File: src/rtl/reg_file_if.sv
`default_nettype none
// ==========================================================================
// Module   : reg_file_if
// Purpose  : ROB commit, decoder rename and operand-read bundle for reg_file
// Revision : 1.0
// ==========================================================================
interface reg_file_if #(
  parameter int ROB_WIDTH = 4
);
  logic                 from_rob;
  logic [4:0]           from_rob_rd;
  logic [31:0]          from_rob_wdata;
  logic [ROB_WIDTH-1:0] from_rob_tag;
  logic                 from_rob_clear;
  logic                 from_decoder;
  logic [4:0]           from_decoder_rd;
  logic [ROB_WIDTH-1:0] from_decoder_tag;
  logic [4:0]           rs1;
  logic [4:0]           rs2;
  logic                 to_dec_rs1_busy;
  logic [ROB_WIDTH-1:0] to_dec_rs1_tag;
  logic [31:0]          to_dec_rs1_val;
  logic                 to_dec_rs2_busy;
  logic [ROB_WIDTH-1:0] to_dec_rs2_tag;
  logic [31:0]          to_dec_rs2_val;

  // master: ROB/decoder side driving commits, renames and lookups
  modport master (
    output from_rob, from_rob_rd, from_rob_wdata, from_rob_tag, from_rob_clear,
    output from_decoder, from_decoder_rd, from_decoder_tag, rs1, rs2,
    input  to_dec_rs1_busy, to_dec_rs1_tag, to_dec_rs1_val,
    input  to_dec_rs2_busy, to_dec_rs2_tag, to_dec_rs2_val
  );

  modport slave (
    input  from_rob, from_rob_rd, from_rob_wdata, from_rob_tag, from_rob_clear,
    input  from_decoder, from_decoder_rd, from_decoder_tag, rs1, rs2,
    output to_dec_rs1_busy, to_dec_rs1_tag, to_dec_rs1_val,
    output to_dec_rs2_busy, to_dec_rs2_tag, to_dec_rs2_val
  );
endinterface
`default_nettype wire

File: src/rtl/reg_file.sv
`default_nettype none
// ==========================================================================
// Module   : reg_file
// Purpose  : Architectural register file with per-register rename-tag tracking
// Revision : 1.0
// ==========================================================================
module reg_file #(
  parameter int ROB_WIDTH = 4,
  parameter int REG_COUNT = 32
) (
  input  logic      clk_in,
  input  logic      rst_in,
  input  logic      rdy_in,
  reg_file_if.slave bus
);

  localparam int c_PORTS = 2;

  logic [31:0]          r_val  [REG_COUNT];
  logic [ROB_WIDTH-1:0] r_tag  [REG_COUNT];
  logic [REG_COUNT-1:0] r_busy;

  logic w_commit_en;
  logic w_rename_en;
  logic w_commit_retires;

  // x0 is never written, so its reset-cleared state is all it ever reads.
  assign w_commit_en      = rdy_in && bus.from_rob && (bus.from_rob_rd != 5'd0);
  assign w_rename_en      = rdy_in && bus.from_decoder && (bus.from_decoder_rd != 5'd0)
                            && !bus.from_rob_clear;
  assign w_commit_retires = r_busy[bus.from_rob_rd]
                            && (r_tag[bus.from_rob_rd] == bus.from_rob_tag);

  always_ff @(posedge clk_in) begin
    if (!rst_in) begin
      for (int i = 0; i < REG_COUNT; i++) begin
        r_val[i] <= '0;
        r_tag[i] <= '0;
      end
      r_busy <= '0;
    end else if (rdy_in) begin
      if (w_commit_en) begin
        r_val[bus.from_rob_rd] <= bus.from_rob_wdata;
        if (w_commit_retires) begin
          r_busy[bus.from_rob_rd] <= 1'b0;
        end
      end
      if (bus.from_rob_clear) begin
        r_busy <= '0;
      end
      // Later assignment wins: a same-register rename overrides the commit's busy release.
      if (w_rename_en) begin
        r_busy[bus.from_decoder_rd] <= 1'b1;
        r_tag[bus.from_decoder_rd]  <= bus.from_decoder_tag;
      end
    end
  end

  logic [4:0]           w_rs       [c_PORTS];
  logic                 w_rd_busy  [c_PORTS];
  logic [ROB_WIDTH-1:0] w_rd_tag   [c_PORTS];
  logic [31:0]          w_rd_val   [c_PORTS];

  assign w_rs[0] = bus.rs1;
  assign w_rs[1] = bus.rs2;

  generate
    for (genvar p = 0; p < c_PORTS; p++) begin : g_port
      logic w_bypass;
      // Reads see pre-rename state; only a retiring commit is forwarded.
      assign w_bypass     = w_commit_en && (bus.from_rob_rd == w_rs[p]) && w_commit_retires;
      assign w_rd_busy[p] = r_busy[w_rs[p]] && !w_bypass;
      assign w_rd_tag[p]  = r_tag[w_rs[p]];
      assign w_rd_val[p]  = w_bypass ? bus.from_rob_wdata : r_val[w_rs[p]];
    end
  endgenerate

  assign bus.to_dec_rs1_busy = w_rd_busy[0];
  assign bus.to_dec_rs1_tag  = w_rd_tag[0];
  assign bus.to_dec_rs1_val  = w_rd_val[0];
  assign bus.to_dec_rs2_busy = w_rd_busy[1];
  assign bus.to_dec_rs2_tag  = w_rd_tag[1];
  assign bus.to_dec_rs2_val  = w_rd_val[1];

endmodule
`default_nettype wire

File: src/flat_wrapper.sv
// flat-port wrapper written by rule: the top's interface ports become plain ports
module reg_file_flat 
#(
  parameter int ROB_WIDTH = 4,
  parameter int REG_COUNT = 32
)
  (clk_in, rst_in, rdy_in, bus_from_rob, bus_from_rob_rd, bus_from_rob_wdata, bus_from_rob_tag, bus_from_rob_clear, bus_from_decoder, bus_from_decoder_rd, bus_from_decoder_tag, bus_rs1, bus_rs2, bus_to_dec_rs1_busy, bus_to_dec_rs1_tag, bus_to_dec_rs1_val, bus_to_dec_rs2_busy, bus_to_dec_rs2_tag, bus_to_dec_rs2_val);
  reg_file_if #(.ROB_WIDTH(ROB_WIDTH)) bus_i ();
  input  logic clk_in;
  input  logic rst_in;
  input  logic rdy_in;
  input wire logic [$bits(bus_i.from_rob)-1:0] bus_from_rob;
  input wire logic [$bits(bus_i.from_rob_rd)-1:0] bus_from_rob_rd;
  input wire logic [$bits(bus_i.from_rob_wdata)-1:0] bus_from_rob_wdata;
  input wire logic [$bits(bus_i.from_rob_tag)-1:0] bus_from_rob_tag;
  input wire logic [$bits(bus_i.from_rob_clear)-1:0] bus_from_rob_clear;
  input wire logic [$bits(bus_i.from_decoder)-1:0] bus_from_decoder;
  input wire logic [$bits(bus_i.from_decoder_rd)-1:0] bus_from_decoder_rd;
  input wire logic [$bits(bus_i.from_decoder_tag)-1:0] bus_from_decoder_tag;
  input wire logic [$bits(bus_i.rs1)-1:0] bus_rs1;
  input wire logic [$bits(bus_i.rs2)-1:0] bus_rs2;
  output wire logic [$bits(bus_i.to_dec_rs1_busy)-1:0] bus_to_dec_rs1_busy;
  output wire logic [$bits(bus_i.to_dec_rs1_tag)-1:0] bus_to_dec_rs1_tag;
  output wire logic [$bits(bus_i.to_dec_rs1_val)-1:0] bus_to_dec_rs1_val;
  output wire logic [$bits(bus_i.to_dec_rs2_busy)-1:0] bus_to_dec_rs2_busy;
  output wire logic [$bits(bus_i.to_dec_rs2_tag)-1:0] bus_to_dec_rs2_tag;
  output wire logic [$bits(bus_i.to_dec_rs2_val)-1:0] bus_to_dec_rs2_val;
  assign bus_i.from_rob = bus_from_rob;
  assign bus_i.from_rob_rd = bus_from_rob_rd;
  assign bus_i.from_rob_wdata = bus_from_rob_wdata;
  assign bus_i.from_rob_tag = bus_from_rob_tag;
  assign bus_i.from_rob_clear = bus_from_rob_clear;
  assign bus_i.from_decoder = bus_from_decoder;
  assign bus_i.from_decoder_rd = bus_from_decoder_rd;
  assign bus_i.from_decoder_tag = bus_from_decoder_tag;
  assign bus_i.rs1 = bus_rs1;
  assign bus_i.rs2 = bus_rs2;
  assign bus_to_dec_rs1_busy = bus_i.to_dec_rs1_busy;
  assign bus_to_dec_rs1_tag = bus_i.to_dec_rs1_tag;
  assign bus_to_dec_rs1_val = bus_i.to_dec_rs1_val;
  assign bus_to_dec_rs2_busy = bus_i.to_dec_rs2_busy;
  assign bus_to_dec_rs2_tag = bus_i.to_dec_rs2_tag;
  assign bus_to_dec_rs2_val = bus_i.to_dec_rs2_val;
  reg_file #(.ROB_WIDTH(ROB_WIDTH), .REG_COUNT(REG_COUNT)) u_core (.clk_in(clk_in), .rst_in(rst_in), .rdy_in(rdy_in), .bus(bus_i));
endmodule
File: config.mk
export PLATFORM = sky130hd
export DESIGN_NAME = reg_file_flat
export DESIGN_NICKNAME = d
export VERILOG_FILES = /design/src/rtl/reg_file_if.sv /design/src/rtl/reg_file.sv /design/src/flat_wrapper.sv
export SDC_FILE = /design/constraint.sdc
export NUM_CORES = 2
export LEC_CHECK = 0
export CAP_MARGIN = 10
export CORE_UTILIZATION = 55
export CTS_CLUSTER_SIZE = 28
export DETAILED_ROUTE_END_ITERATION = 12
export GPL_ROUTABILITY_DRIVEN = 0
export PLACE_DENSITY = 0.73
export SYNTH_ARGS = -nofsm -noshare
export SYNTH_HDL_FRONTEND = slang
export SYNTH_SLANG_ARGS = --single-unit
File: constraint.sdc
create_clock -name clk_in -period 13.2 [get_ports clk_in]
set_input_delay 2.64 -clock clk_in [delete_from_list [all_inputs] [get_ports clk_in]]
set_output_delay 2.64 -clock clk_in [all_outputs]
set_load 0.01 [all_outputs]
======== Word level (Yosys, flattened, before mapping) ========
Memory sizes are Yosys's and may differ from the RTL's.
Index checks and enable logic that the tools add are counted.
storage, ports and cells
  memories kept ........................... 2
  memory bits (writable) .................. 1152
  bits of input ports ..................... 66
  output and inout bits ................... 74
  word-level logic and storage cells ...... 69
  register bits after elaboration ......... 32
operators by class
  eq/ne operators ......................... 3
  mux-type cells .......................... 33
  bitwise logic cells ..................... 3
  reductions and logical operators ........ 21
  order comparisons ....................... 6
memories
  name          depth  width  read ports  clocked after memory_dff  write ports  RTL line        text
  u_core.r_val  32     32     2           0                         32           reg_file.sv:19  logic [31:0] r_val [REG_COUNT];
  u_core.r_tag  32     4      3           0                         32           reg_file.sv:20  logic [ROB_WIDTH-1:0] r_tag [REG_COUNT];
operators with widths
  cell                  count
  $mux W32              9
  $and A32 B32 Y32      1
  $not A32 Y32          1
  $or A32 B32 Y32       1
  $reduce_or A32 Y1     1
  $lt A5 B6 Y1 const B  4
  $mux W1               16
  $bmux W1 S5           3
  $logic_and A1 B1 Y1   14
  $demux W1 S5          2
  $eq A5 B5 Y1          2
  $ge A5 B1 Y1 const B  2
  $mux W5               2
  $reduce_bool A5 Y1    2
  $eq A4 B4 Y1          1
  $mux W4               1
  $reduce_or A4 Y1      1
  $logic_not A1 Y1      3

======== Depth between registers and ports, before layout ========
  word-level depth ........................ 13
  depth in mapped cells ................... 14

======== Worst setup path after synthesis ========
Ideal clock, no wire load.
  path kind ............................... input-to-output
  from .................................... in bus_rs1[0]
  to ...................................... out bus_to_dec_rs1_tag[3]
  stages .................................. 7
  arrival time ............................ 5.538 ns
  data required time ...................... 10.560 ns
  setup slack ............................. 5.022 ns
  path buffers ............................ 4
  cell sequence ........................... clkbuf_1 > clkbuf_1 > buf_1 > clkbuf_1 > mux4_2 > mux4_2 > mux2_2
on the way
  cells in the longest elaborated chain, start to end .. 1
RTL lines
  what                RTL line            text
  start: declaration  flat_wrapper.sv:20  input wire logic [$bits(bus_i.rs1)-1:0] bus_rs1;
  $mem_v2 Z32 W4      -
  end: declaration    flat_wrapper.sv:23  output wire logic [$bits(bus_i.to_dec_rs1_tag)-1:0] bus_to_dec_rs1_tag;
No other way between the ends.

======== Worst setup path after layout ========
  from .................................... in bus_from_rob_rd[3]
  to ...................................... out bus_to_dec_rs1_val[24]
on the way
  cells in the longest elaborated chain, start to end .. 5
RTL lines
  what                                    RTL line                        text
  start: declaration                      flat_wrapper.sv:13              input wire logic [$bits(bus_i.from_rob_rd)-1:0] bus_from_rob_rd;
  $mem_v2 Z32 W4 (tied with other cells)  -
  $eq A4 B4 Y1 (tied with other cells)    reg_file.sv:32                  && (r_tag[bus.from_rob_rd] == bus.from_rob_tag);
  $logic_and A1 B1 Y1 (on tied branches)  reg_file.sv:32, reg_file.sv:71
  $logic_and A1 B1 Y1 (*)                 reg_file.sv:71                  assign w_bypass = w_commit_en && (bus.from_rob_rd == w_rs[p]) && w_commit_retires;
  $mux W32 (*)                            reg_file.sv:74                  assign w_rd_val[p] = w_bypass ? bus.from_rob_wdata : r_val[w_rs[p]];
  end: declaration                        flat_wrapper.sv:24              output wire logic [$bits(bus_i.to_dec_rs1_val)-1:0] bus_to_dec_rs1_val;
Every way passes the cells marked *; elsewhere a longest branch is shown, timed or not. The select of a mux whose other input is x is not followed.

==> impl_metrics.csv <==
group,metric,value,unit
setup_path,crit_fanout,33,
floorplan,die_w,347,um
setup_path,worst-endpoint-arrival,8780,ps
sta,setup_tns,0,ps
clock_network,numCtsBuffers,132,
floorplan,dieArea,120000,sq um
routing,routedWlPerCell,36.4,um
floorplan,pin_count,140,
power,switching_share,0.244,
setup_path,start_kind,"primary input",
synth,netlist.area_leader.share,0.529,
placed_design,dp_slack,2000,ps
synth,async_reset_ff_frac,0,
power,seqPwrFrac,0.475,
synth,synth_largest_area_cell,"edfxtp_1",
power,power_frac_comb,0.130,
flow_run,drv_cap,0,
global_routing,grt_max_degree,128,
sta,fmax,87.6,MHz
clock_network,cts_sinks,1184,
synth,syn_avg_cell_area,16.0,sq um
power,p_int,7.07,mW
routing,ant_nets,0,
power,clockPowerShare,0.395,
clock_network,clock_latency,760,ps
layout,layout.nets,4117,
clock_network,clk_pin_slew,60,ps
synth,synthCells,4079,
routing,firstDrtPassIters,6,
layout,drive_gt1_frac,0.306,
clock_network,htreeDepth,4,
sta,setup_viol,0,
clock_network,cts_hold_buffers,0,
synth,synth_area,65400,sq um
power,p_switching,2.28,mW
layout,area_growth,11.4,%
sta,post-route-period-util,0.865,
clock_network,cts_max_path_buffers,3,
synth,synthFlopType,"edfxtp_1",
global_routing,grt_usage,0.347,
sta,period_needed,11420,ps
clock_network,cts_resized,0,
status,outcome,"complete, no violations",
sta,slew_headroom,0.183,
sta,final.setup.worst_slack,1780,ps
routing,via_count,40790,
sta,grt_setup_unrepaired,"no",
clock_network,post_cts_buffers,0,
floorplan,initial_core_util,0.554,
synth,synth_edf_count,1152,
floorplan,die_h,347,um
clock_network,cts-root-buf,"clkbuf_16",
sta,worst_pin_slew,1220,ps
routing,drt-initial-drc-count,6727,
synth,synth_area_leaders,"edfxtp_1, mux4_2, and2_1",
global_routing,grt_pass1_vias,40778,
placed_design,dp_hpwl,118000,um
synth,yosysUniqueCellTypes,60,
setup_path,worstPathRequired,10560,ps
sta,slew_viol_final,0,
power,power,9.35,mW
routing,wl,207000,um
setup_path,worstSetupPathType,"in2out",
layout,fillCellCount,8433,
setup_path,crit_path_end_kind,"primary output",
power,leakagePower,24.4,nW
floorplan,rows,126,
power,pwr_density_cell,128,nW/um^2
global_routing,grt_pass1_wl,295000,um
floorplan,core-area,118000,sq um
routing,vias_per_cell,7.16,
synth,seq_area_frac_synth,0.539,
worst_hold_path,hp-class,"reg2reg",
clock_network,cts_tree,"done",
global_routing,grt_antenna_before_repair,18,
placed_design,portBuffers,139,
global_routing,grt_overflow_total,0,
routing,route.detailed.drc,0,
synth,yosysWarnings,0,
synth,ys_ff_latch,1184,
sta,hold_viol_final,0,
sta,finClkSkew,15.7,ps
power,ir_drop,0.141,mV
-- Yosys cell counts (all sizes together), types with 19 or more instances --
cell and count:
nand2 30, edfxtp 1152, nand3 19, and2 1102, buf 102, o21ai 88
mux2i 50, clkbuf 340, nor2 69, and3 22, mux2 143, o311ai 23
dfxtp 32, mux4 752, o22ai 32
-- state kept, by name, summed over array words and instances (netlist names) --
name and count:
u_core.r_tag 128, u_core.r_val 1024, u_core.r_busy 32
-- stage by stage --
| stage | area [sq um] | hold WS, ps | std cells | util |
|---|---|---|---|---|
| 2_1_floorplan | 65500 | 461 | 4114 | - |
| 3_3_place_gp | 68500 | 493 | 5453 | 0.581 |
| 3_5_place_dp | 68500 | 496 | 5453 | 0.581 |
| 4_1_cts | 72800 | 504 | 5691 | 0.617 |
| 5_1_grt | 72800 | 532 | 5693 | 0.617 |
| 6_report | 72800 | 514 | 5697 | 0.617 |
-- cell families after synthesis --
kind of cell              Yosys count  share of synthesized area
buffers and inverters             457                     0.0279
muxes                             945                      0.293
xor gates and xnor gates           13                    0.00174
and+or+nand+nor                  1312                      0.122
other                               1                  0.0000574
DFF                              1184                      0.539
AOI/OAI and AO/OA                 167                     0.0161
-- path summary, 6_finish.rpt --
path / startpoint / endpoint / slack [ps] / depth (start not counted)
hold reg to reg: u_core.r_busy[0] / u_core.r_busy[0] / 510 / 1
setup / recovery: bus_from_rob_rd[3] / bus_to_dec_rs1_val[24] / 1780 / 11
setup reg to reg: u_core.r_tag[3][3] / u_core.r_busy[24] / 9680 / 8
hold / removal: u_core.r_busy[0] / u_core.r_busy[0] / 510 / 1
-- power by group through the flow --
| stage | Clock (mW) | Combinational (mW) | Sequential (mW) |
|---|---|---|---|
| floorplan | 0 | 0.776 | 4.46 |
| global placement | 0 | 1.19 | 4.49 |
| detailed placement | 0 | 1.20 | 4.51 |
| CTS | 3.70 | 1.20 | 4.43 |
| global route | 3.84 | 1.26 | 4.45 |
| finish | 3.69 | 1.22 | 4.44 |
-- layout make-up --
| cell class | instances | area [sq um] | area share |
|---|---|---|---|
| clock buffer | 166 | 3530 | 0.0484 |
| antenna | 6 | 15.0 | 0.000206 |
| sequential | 1184 | 35200 | 0.484 |
| inverter | 15 | 56.3 | 0.000773 |
| clock inverter | 72 | 733 | 0.0101 |
| multi-input combinational | 2473 | 29000 | 0.399 |
| timing repair buffer | 245 | 2280 | 0.0313 |
| tap | 1536 | 1920 | 0.0264 |
-- critical path, stage by stage --
cell	delay (ps)
clkdlybuf4s50_1	1270
nor2_1	290
nand2_1	330
o22ai_1	160
or4_1	450
a221oi_2	260
nand4_2	730
or4_2	1300
buf_4	450
mux2_2	290
clkdlybuf4s50_1	540
-- cell usage in the layout (no fill, tap or decap), types with 9 or more instances in the layout --
cell             synthesis  final
nand3_1                 19     19
clkdlybuf4s50_1          0    127
clkinv_2                 0     15
conb_1                   1     36
inv_1                   15     14
nor2_4                   0     28
edfxtp_1              1152   1152
o21ai_0                 87     56
mux4_2                 752    752
clkbuf_1               340     29
nand2_1                 30     30
mux2_2                 114    114
o21ai_4                  0     31
o311ai_0                23     23
and2_1                1102   1102
mux2i_1                 50     50
nor2_1                  69     41
nor3_1                  17     14
o22ai_1                 31     31
xnor2_1                  9      9
clkinv_1                 0     31
bufinv_16                0     13
mux2_4                  29     29
clkbuf_16                0    136
buf_4                    5    105
dfxtp_1                 32     32
and3_1                  22     22
-- layer usage --
layer | up-vias | track usage | wire length (um)
met1 | 20943 | 0.469 | 73100
met2 | 3303 | 0.533 | 95800
met5 | - | 0 | 40
met4 | 6 | 0.148 | 9470
li1 | 15943 | - | -
met3 | 595 | 0.0976 | 28700
Note: power is estimated with default switching activity, not from simulation.
